File: config.mk
export PLATFORM = sky130hd
export DESIGN_NAME = game_timer_ctrl
export DESIGN_NICKNAME = d
export VERILOG_FILES = /design/src/rtl/game_timer_pkg.sv /design/src/rtl/timer_bcd_split.sv /design/src/rtl/game_timer_ctrl.sv
export SDC_FILE = /design/constraint.sdc
export NUM_CORES = 1
export LEC_CHECK = 0
export ABC_AREA = 1
export ABC_CLOCK_PERIOD_IN_PS = 8400
export BUFFER_PORTS_ARGS = -buffer_cell sky130_fd_sc_hd__buf_2
export CORE_MARGIN = 1
export CORE_UTILIZATION = 25
export DETAILED_ROUTE_END_ITERATION = 10
export SLEW_MARGIN = 20
export SYNTH_ARGS = -nofsm -noshare
export SYNTH_HDL_FRONTEND = slang
export SYNTH_SLANG_ARGS = --single-unit
File: constraint.sdc
create_clock -name clk -period 8.4 [get_ports clk]
set_input_delay 1.26 -clock clk [delete_from_list [all_inputs] [get_ports clk]]
set_output_delay 1.26 -clock clk [all_outputs]
set_load 0.02 [all_outputs]
File: src/rtl/game_timer_pkg.sv
// Shared types and helpers for the game countdown timer.
// Pure declarations: no latency, no flow control.
package game_timer_pkg;

  typedef enum logic [1:0] {
    IDLE    = 2'd0,
    RUN     = 2'd1,
    PAUSED  = 2'd2,
    EXPIRED = 2'd3
  } state_t;

  // Clamp a signed intermediate time into [0, hi].
  function automatic int sat_clamp(input int v, input int hi);
    if (v < 0)
      return 0;
    else if (v > hi)
      return hi;
    else
      return v;
  endfunction

endpackage

File: src/rtl/timer_bcd_split.sv
// Binary (0..99) to two BCD digits via double-dabble.
// Latency: combinational. Backpressure: none.
module timer_bcd_split #(
  parameter int IN_BITS = 7
) (
  input  logic [IN_BITS-1:0] bin,
  output logic [3:0]         tens,
  output logic [3:0]         ones
);

  logic [IN_BITS+7:0] sr;

  always_comb begin
    sr = '0;
    sr[IN_BITS-1:0] = bin;
    for (int i = 0; i < IN_BITS; i++) begin
      if (sr[IN_BITS+3:IN_BITS] >= 4'd5)
        sr[IN_BITS+3:IN_BITS] = sr[IN_BITS+3:IN_BITS] + 4'd3;
      if (sr[IN_BITS+7:IN_BITS+4] >= 4'd5)
        sr[IN_BITS+7:IN_BITS+4] = sr[IN_BITS+7:IN_BITS+4] + 4'd3;
      sr = sr << 1;
    end
    ones = sr[IN_BITS+3:IN_BITS];
    tens = sr[IN_BITS+7:IN_BITS+4];
  end

endmodule

File: src/rtl/game_timer_ctrl.sv
// Game countdown timer: run/pause/expire, load, saturating bonus, warning, BCD digits.
// Latency: pulse at edge N -> registered outputs at N+1. Backpressure: none.
module game_timer_ctrl
  import game_timer_pkg::*;
#(
  parameter int TIMER_BITS = 7,
  parameter int MAX_TIME   = 30,
  parameter int WARN_TIME  = 5,
  parameter int BONUS_BITS = 4
) (
  input  logic                  clk,
  input  logic                  reset,
  input  logic                  tick,
  input  logic                  start,
  input  logic                  pause,
  input  logic                  clear,
  input  logic                  load,
  input  logic [TIMER_BITS-1:0] load_val,
  input  logic                  bonus,
  input  logic [BONUS_BITS-1:0] bonus_amt,
  output logic [TIMER_BITS-1:0] current_time,
  output logic [3:0]            time_tens,
  output logic [3:0]            time_ones,
  output logic                  running,
  output logic                  warning,
  output logic                  timer_done,
  output logic                  done_pulse
);

  localparam logic [TIMER_BITS-1:0] MAX_T  = TIMER_BITS'(MAX_TIME);
  localparam logic [TIMER_BITS-1:0] WARN_T = TIMER_BITS'(WARN_TIME);

  state_t                state, state_nxt;
  logic [TIMER_BITS-1:0] time_nxt;
  logic [TIMER_BITS+1:0] sum_raw, bonus_ext, dec_ext;
  logic                  active;

  assign active = (state == RUN) || (state == PAUSED);

  always_comb begin
    state_nxt = state;
    time_nxt  = current_time;
    bonus_ext = (TIMER_BITS+2)'(bonus ? bonus_amt : '0);
    dec_ext   = (TIMER_BITS+2)'(tick && (state == RUN));
    sum_raw   = {2'b00, current_time} + bonus_ext - dec_ext;
    // Only an action that actually takes effect blocks the lower-priority ones.
    if (clear) begin
      state_nxt = IDLE;
      time_nxt  = MAX_T;
    end else if (start && (state == IDLE || state == PAUSED)) begin
      state_nxt = (state == IDLE && current_time == '0) ? EXPIRED : RUN;
    end else if (pause && state == RUN) begin
      state_nxt = PAUSED;
    end else if (load && (state == IDLE || state == PAUSED)) begin
      time_nxt = (load_val > MAX_T) ? MAX_T : load_val;
    end else if (active) begin
      time_nxt = TIMER_BITS'(sat_clamp(int'($signed(sum_raw)), MAX_TIME));
      if (state == RUN && time_nxt == '0)
        state_nxt = EXPIRED;
    end
  end

  always_ff @(posedge clk or negedge reset) begin
    if (!reset) begin
      state        <= IDLE;
      current_time <= MAX_T;
      done_pulse   <= 1'b0;
    end else begin
      state        <= state_nxt;
      current_time <= time_nxt;
      done_pulse   <= (state_nxt == EXPIRED) && (state != EXPIRED);
    end
  end

  assign running    = (state == RUN);
  assign timer_done = (state == EXPIRED);
  assign warning    = active && (current_time != '0) && (current_time <= WARN_T);

  timer_bcd_split #(.IN_BITS(TIMER_BITS)) u_bcd (
    .bin  (current_time),
    .tens (time_tens),
    .ones (time_ones)
  );

endmodule
==> flow_summary.toml <==
[layout]
n_antenna_cell = 0
area_growth_pct = 18.7
final_nets = 391
final_util = 0.310
fill_cells = 851
design_area_mm2 = 0.00226
layout_common_cells = "nand2_1, inv_1, buf_2"
multiInputGateArea_mm2 = 0.00140
drive_gt1_frac = 0.239
layout_commonest_cell = "nand2_1"
regArea_um2 = 255

[global_route]
grt_pass1_wl_um = 7740
grt_pass1_vias = 1813
grt_max_degree = 11
antenna_found_initial = 0
grtUsageTotal = 0.123
overflow = 0

[timing]
period_share = 0.659
fin_crit_ns = 5.53
fin_tns_setup_ns = 0
rsz0062_at_grt = "false"
worstMarginPinSlew_ns = 0.526
clock.fmax_mhz = 181
hold_slack_ns = 0.646
final_hold_viol_count = 0
slew_headroom = 0.647
skew_ns = 0.00434
fin_ws_ns = 2.87
finalSetupViolCount = 0
finalMaxSlewViolations = 0

[routing]
totalWireLength_um = 4550
drc_errors = 0
num_vias = 1924
viasPerCell = 4.39
drtIter0Drc = 60
final_antenna_net_count = 0
wire_per_inst_um = 10.4
first_pass_iters = 4

[placement]
gp_congestion = 0.825
dp_hpwl_um = 3930
place_area_mm2 = 0.00221
pre_cts_slack_ns = 3.10
port_buffers = 37

[job]
cap_violations = 0

[worst_setup_path]
regToRegEndpoint = "done_pulse"
ff2ff_path_depth = 21
reg2reg_slack_ns = 5.07
crit_path_end_kind = "primary output"
critPathRequiredTime_ns = 7.14
timing.rr.start = "state[1]"
critPathLaunch = "current_time[4]"
cpLargestDelayFamily = "adder cells"
critPathMaxFanout = 5
max_stage_delay_ns = 0.58
slowest_stage = "dfstp_2"
path_common_cell = "inv_1"
critPathKind = "reg -> out"
worst-path-buf-inv = 9
critPathLaunchType = "register"
arrival_ns = 4.27

[worst_hold_path]
min-delay-start = "current_time[3]"
hold_path_depth = 2
min_to = "current_time[3]"
hp-class = "reg -> reg"

[clock_network]
hold_buffers = 0
htreeDepth = 1
cts_sinks = 10
cts_tree = "yes"
cts_made_buffers = 3
clk_latency_ns = 0.24
cts_setup_buffers = 0
cts_resized = 0
cts_max_path_buffers = 2
cts_root_buf = "clkbuf_8"
path_clk_slew_ns = 0.05

[power_and_ir_drop]
leakagePower_nw = 1.31
ir_drop_v = 0.0000951
cellPowerDensity_mw_per_mm2 = 204

[floorplan]
fp.dieH_um = 89.3
die_area_mm2 = 0.00797
die_x_um = 89.3
start_util = 0.261
num_io_pins = 38
core_area_mm2 = 0.00729
rows = 31

[yosys]
ys_seq_elements = 10
syn_avg_cell_area_um2 = 6.37
ys_seq_area_frac = 0.134
syn_nets = 350
syn_inst = 299
ys_warn_count = 0
syn_area_mm2 = 0.00190
synthDistinctLibCells = 34

[run_status]
status = "finished, final reports clean"
==> power by group <==
part / internal [W] / switching, W
Sequential: 0.0000577 / 0.0000108
Combinational: 0.000116 / 0.000216
Clock: 0.0000413 / 0.0000199
==> sequential cells by signal (all words and copies together), names as in the netlist <==
signal	count
current_time	7
state	2
done_pulse	1
==> metal layers <==
layer	share of wire	GRT usage	up-vias
li1	-	-	1021
met1	0.50	0.157	857
met2	0.46	0.219	42
met3	0.041	0.0222	4
met4	0.0040	0.0245	0
met5	0	0	-
==> per-stage QoR <==
| stage | total power (W) | instances |
|---|---|---|
| 5_1_grt | 0.000516 | 438 |
| 4_1_cts | 0.000466 | 438 |
| 2_1_floorplan | 0.000325 | 299 |
| 3_5_place_dp | 0.000401 | 434 |
| 3_3_place_gp | 0.000398 | 434 |
| 6_report | 0.000461 | 438 |
==> synthesized netlist by cell type <==
cell type	n	area, um2
a21oi_2	1	8.76
o21ai_1	3	15.0
dfrtp_1	6	150
o21ai_0	12	60.1
a31oi_1	1	6.26
inv_1	58	218
dfstp_2	4	105
a21oi_4	1	16.3
o21ai_4	1	16.3
a21oi_1	5	25.0
xor2_1	2	17.5
nor2_1	21	78.8
ha_1	31	388
nor4_1	2	12.5
nand2_2	7	43.8
or2_2	2	12.5
nor2_4	3	33.8
nand4_1	4	25.0
buf_4	1	7.51
or2_1	1	6.26
nand2_4	1	11.3
a21boi_2	1	11.3
o21ai_2	6	52.6
xor2_2	1	16.3
a21o_1	1	7.51
a32oi_1	4	35.0
nor2_2	5	31.3
nand2_1	75	282
inv_2	6	22.5
nor3_1	1	5.00
or2_0	1	6.26
fa_1	1	20.0
o22ai_2	1	12.5
nand3_1	29	145
==> kinds of logic after synthesis <==
kind of cell | synth area share
compound gates | 0.140
xor+xnor | 0.0177
fa+ha+maj | 0.214
buf+inv | 0.130
flops | 0.134
simple gates | 0.364
==> tightest hold or removal path: stages (launching register included) <==
cell and delay, ns:
dfstp_2 0.41, inv_1 0.14, a32oi_1 0.08
==> how the worst max path moves through the flow <==
stage                   end  slack (ns)  cells after the start
2_1_floorplan  time_tens[2]        3.12                     26
3_3_place_gp   time_tens[2]        3.26                     27
3_5_place_dp   time_tens[1]        3.10                     27
4_1_cts        time_tens[1]        2.83                     27
5_1_grt        time_tens[3]        2.34                     27
6_report       time_tens[1]        2.87                     27
==> area by class of cell <==
class,instances,area share
tap,99,0.0548
clock buffer,4,0.0243
inverter,64,0.106
multi-input combinational,224,0.620
timing repair buffer,37,0.0819
sequential,10,0.113
Power figures use the tool's default switching activity.
